## config.mk

```make
export PLATFORM = sky130hd
export DESIGN_NAME = up_down_counter_n_bit
export DESIGN_NICKNAME = d
export VERILOG_FILES = /design/src/rtl/up_down_counter_n_bit_pkg.sv /design/src/rtl/up_down_counter_n_bit_incrementer.sv /design/src/rtl/up_down_counter_n_bit.sv
export SDC_FILE = /design/constraint.sdc
export NUM_CORES = 1
export LEC_CHECK = 0
export CORE_MARGIN = 2
export CORE_UTILIZATION = 45
export CTS_CLUSTER_DIAMETER = 200
export CTS_CLUSTER_SIZE = 30
export DETAILED_ROUTE_END_ITERATION = 16
export GPL_TIMING_DRIVEN = 0
export PLACE_DENSITY = 0.77
export SLEW_MARGIN = 20
export SYNTH_ARGS = -nofsm -noshare
export SYNTH_HDL_FRONTEND = slang
export SYNTH_HIERARCHICAL = 1
export SYNTH_SLANG_ARGS = --single-unit
```

## constraint.sdc

```tcl
create_clock -name clk -period 2.7 [get_ports clk]
set_clock_uncertainty 0.05 [all_clocks]
set_input_delay 0.54 -clock clk [delete_from_list [all_inputs] [get_ports clk]]
set_output_delay 0.54 -clock clk [all_outputs]
set_load 0.02 [all_outputs]
```

## src/rtl/up_down_counter_n_bit_pkg.sv

```systemverilog
// rtl/up_down_counter_n_bit_pkg.sv - shared direction and mode encodings for the up/down counter
package up_down_counter_n_bit_pkg;

  localparam logic DIR_UP   = 1'b1;
  localparam logic DIR_DOWN = 1'b0;

  localparam int MODE_WRAP = 0;
  localparam int MODE_SAT  = 1;

  typedef struct packed {
    logic limit_pulse;
    logic overflow;
  } counter_flags_t;

endpackage

```

## src/rtl/up_down_counter_n_bit_incrementer.sv

```systemverilog
// rtl/up_down_counter_n_bit_incrementer.sv - combinational N-bit add/subtract by a fixed step
module incrementer_n_bit
  import up_down_counter_n_bit_pkg::*;
#(
  parameter int              WIDTH = 16,
  parameter longint unsigned STEP  = 1
) (
  input  logic [WIDTH-1:0] value,
  input  logic             up,
  output logic [WIDTH-1:0] result,
  output logic             carry
);

  localparam logic [WIDTH-1:0] STEP_W = WIDTH'(STEP);

  logic [WIDTH:0] sum_ext;

  // The extra top bit is the carry on add and the borrow on subtract.
  always_comb begin
    if (up == DIR_UP) begin
      sum_ext = {1'b0, value} + {1'b0, STEP_W};
    end else begin
      sum_ext = {1'b0, value} - {1'b0, STEP_W};
    end
    result = sum_ext[WIDTH-1:0];
    carry  = sum_ext[WIDTH];
  end

endmodule

```

## src/rtl/up_down_counter_n_bit.sv

```systemverilog
// rtl/up_down_counter_n_bit.sv - loadable up/down counter with wrap or saturate and sticky overflow
module up_down_counter_n_bit
  import up_down_counter_n_bit_pkg::*;
#(
  parameter int              WIDTH    = 16,
  parameter longint unsigned STEP     = 1,
  parameter int              SATURATE = MODE_WRAP
) (
  input  logic             clk,
  input  logic             rst_n,
  input  logic             en,
  input  logic             up,
  input  logic             load,
  input  logic [WIDTH-1:0] load_value,
  input  logic             clear_ovf,
  output logic [WIDTH-1:0] count,
  output logic             limit_pulse,
  output logic             overflow
);

  logic [WIDTH-1:0] count_q, count_d;
  counter_flags_t   flags_q, flags_d;
  logic [WIDTH-1:0] inc_result;
  logic             limit_evt;

  incrementer_n_bit #(
    .WIDTH (WIDTH),
    .STEP  (STEP)
  ) u_incrementer (
    .value  (count_q),
    .up     (up),
    .result (inc_result),
    .carry  (limit_evt)
  );

  // A saturated counter pushed further still carries/borrows, so it re-flags a limit event.
  always_comb begin
    count_d              = count_q;
    flags_d.limit_pulse  = 1'b0;
    flags_d.overflow     = flags_q.overflow & ~clear_ovf;
    if (load) begin
      count_d = load_value;
    end else if (en) begin
      count_d = inc_result;
      if (limit_evt) begin
        flags_d.limit_pulse = 1'b1;
        flags_d.overflow    = 1'b1;
        if (SATURATE == MODE_SAT) begin
          count_d = (up == DIR_UP) ? {WIDTH{1'b1}} : {WIDTH{1'b0}};
        end
      end
    end
  end

  always_ff @(posedge clk) begin
    if (!rst_n) begin
      count_q <= '0;
      flags_q <= '0;
    end else begin
      count_q <= count_d;
      flags_q <= flags_d;
    end
  end

  assign count       = count_q;
  assign limit_pulse = flags_q.limit_pulse;
  assign overflow    = flags_q.overflow;

endmodule
```

==> out/qor.yml <==
clock_network:
  clockBufferDepth: 2
  cts_tree: "built"
  numCtsBuffers: 3
  clock-sinks: 18
  hold_buffers: 0
  clk_latency_ns: 0.30
  clk_pin_slew_ns: 0.11
  h-tree-depth: 1
  clk_root_buffer_cell: "clkbuf_4"
cells_and_area:
  fin_nets: 271
  antenna_cells: 0
  final_layout_size_suffix_gt1_share_pct: 10.8
  areaGrowthSynthToFinish_pct: 36.3
  final_common_cell: "clkdlybuf4s50_1"
  final_cell_mix: "37 x clkdlybuf4s50_1, 18 x dfxtp_1, 17 x nor2b_1"
floorplanning:
  die-area_um2: 4020
  io_pins: 40
  die_height_um: 63.4
  rows: 21
  core_area_um2: 3360
  start_util_pct: 47.2
  die_w_um: 63.4
sta:
  fmax_mhz: 385
  hold_viol: 0
  fin_crit_sh_pct: 96.3
  slew_viol_final: 0
  maxSlewHeadroom_pct: 65.3
  setup_tns_ns: 0
  post-route-min-period_ns: 2.60
  finalSetupViolations: 0
  timing.final.ws_setup_ns: 0.101
  tightestPinTransition_ns: 0.520
worst_setup_path:
  crit_type: "primary input to flop"
  worst_ep_required_time_ns: 2.86
  worstPathMaxFanout: 7
  cp_data_arrival_time_ns: 2.76
  reg2reg_depth: 9
  reg2reg_from: "count[0]$_SDFFE_PN0P_"
  critPathLaunchType: "primary input"
  r2r_end: "overflow$_SDFF_PN0_"
  r2r_slack_ns: 0.20
  cp-end-kind: "flop"
worst_hold_path:
  hold_depth: 2
  hp-class: "flop to flop"
  whs_endpoint: "overflow$_SDFF_PN0_"
  min_from: "overflow$_SDFF_PN0_"
grt:
  grt_pass1_vias: 1465
  grt_max_degree: 11
  grt_first_pass_wirelength_um: 6420
  track_usage_pct: 19.9
  antenna_found_initial: 0
  grt_overflow: 0
yosys:
  synthDistinctLibCells: 36
  synth-async-reset-ratio_pct: 0
  syn-instance-count: 185
  synth_edf_count: 0
  synthesis.area_um2: 1590
  ys_ff_latch: 18
  ys_seq_area_share_pct: 22.7
  yosys_most_used_dff: "dfxtp_1"
  synthesis.nets: 223
  yosysWarnings: 6
  syn_area_per_cell_um2: 8.58
detailed_routing:
  viasPerCell: 5.50
  vias: 1524
  first_iter_violations: 61
  drt-pass1-iter-count: 5
  drtAntennaViolNets: 0
  wirelength_um: 3810
  drc_errors: 0
  wire_per_inst_um: 13.7
power:
  max-vdd-ir-drop_mv: 0.261
  power_leakage_nw: 0.889
  powerDensity_nw_per_um2: 428
run:
  cap_violations: 0
placement:
  gp_congestion: 0.818
  port_buffers: 38
  dpl.hpwl_um: 2820
  dp_slack_ns: -0.698
status:
  status: "finished clean"
==> cell type report <==
cell class / count / area, um^2
fillers: 294 / 1200
flip-flops and latches: 18 / 360
repair buffers: 42 / 405
inverters: 7 / 30.0
well taps: 46 / 57.6
plain buffers: 5 / 50.0
clock buffers: 3 / 22.5
multi-input cells: 155 / 1230
repair inverters: 1 / 7.51
==> critical path, cell delays in order <==
cell and delay (ns):
buf_2 0.18, clkinvlp_4 0.25, ha_1 0.39, a211oi_4 0.32, nor4_4 0.09, buf_4 0.14
o31a_1 0.27, nor2_1 0.11, xnor2_1 0.13, mux2i_1 0.09, a211oi_1 0.25
==> worst max-delay path by stage <==
stage	from	to	slack (ns)	cells past startpoint
after floorplan	up	count[9]$_SDFFE_PN0P_	0.14	9
after global placement	up	count[14]$_SDFFE_PN0P_	-0.66	10
after detailed placement	up	count[9]$_SDFFE_PN0P_	-0.70	10
after CTS	up	count[13]$_SDFFE_PN0P_	0.05	10
after global routing	count[0]$_SDFFE_PN0P_	count[14]$_SDFFE_PN0P_	-0.001	9
final	up	count[9]$_SDFFE_PN0P_	0.10	11
==> flip-flops by register name, indices dropped and copies added (netlist names) <==
register,count
limit_pulse,1
overflow,1
count,16
==> layer usage <==
metal  vias to the layer above  GRT usage, %  wire length, um
met3                         2          3.04               93
met2                        29          32.0             1880
met1                       722          26.0             1810
li1                        771             -                -
met5                         -             0                0
met4                         0          9.24               25
==> Yosys cell counts (2+ instances only) <==
library cell	n	area, um^2
xor2_1	5	43.8
clkbuf_1	2	7.51
a31oi_1	2	12.5
ha_1	15	188
xnor2_1	7	61.3
nor3_1	4	20.0
and3_1	2	12.5
nor2b_1	17	106
a21o_1	8	60.1
o21ai_0	5	25.0
nor2_1	6	22.5
nand2b_1	4	25.0
nand3_1	5	25.0
o211ai_1	3	22.5
mux2i_1	16	160
a211o_1	2	17.5
dfxtp_1	18	360
a211oi_1	16	120
buf_6	2	22.5
inv_1	6	22.5
a21oi_1	12	60.1
nand2_1	13	48.8
o21bai_1	2	15.0
==> timing repair <==
| action | in CTS | in global routing |
|---|---|---|
| gates resized for setup | 5 | 14 |
| pin swaps | 0 | 2 |
| gates cloned | 1 | 0 |
| setup endpoints to repair | 12 | 8 |
| buffers inserted | 1 | 3 |
==> through the flow <==
step	cells	cell area, um^2	total power [mW]	utilization (%)	hold WS (ns)
2_1_floorplan	185	1590	0.625	-	0.497
3_3_place_gp	269	2030	0.751	60.2	0.419
3_5_place_dp	269	2030	0.758	60.2	0.424
4_1_cts	274	2070	0.903	61.5	0.439
5_1_grt	277	2160	1.00	64.4	0.474
6_report	277	2160	0.927	64.4	0.435
==> cells by family after synthesis <==
group                      count (synthesis)  synth area share (%)
AOI/OAI and AO/OA                         56                  24.2
and+or+nand+nor                           55                  18.5
DFF                                       18                  22.7
muxes                                     16                  10.1
adders and majority gates                 16                  13.1
xor gates and xnor gates                  12                  6.62
buffers and inverters                     12                  4.81
==> power by group <==
part	leakage (nW)	switching, mW	internal [mW]
Sequential	0.150	0.0237	0.291
Combinational	0.726	0.237	0.237
Clock	0.0138	0.0864	0.0520
Total	0.889	0.347	0.580
No activity file was read; power rests on OpenSTA's default activity.
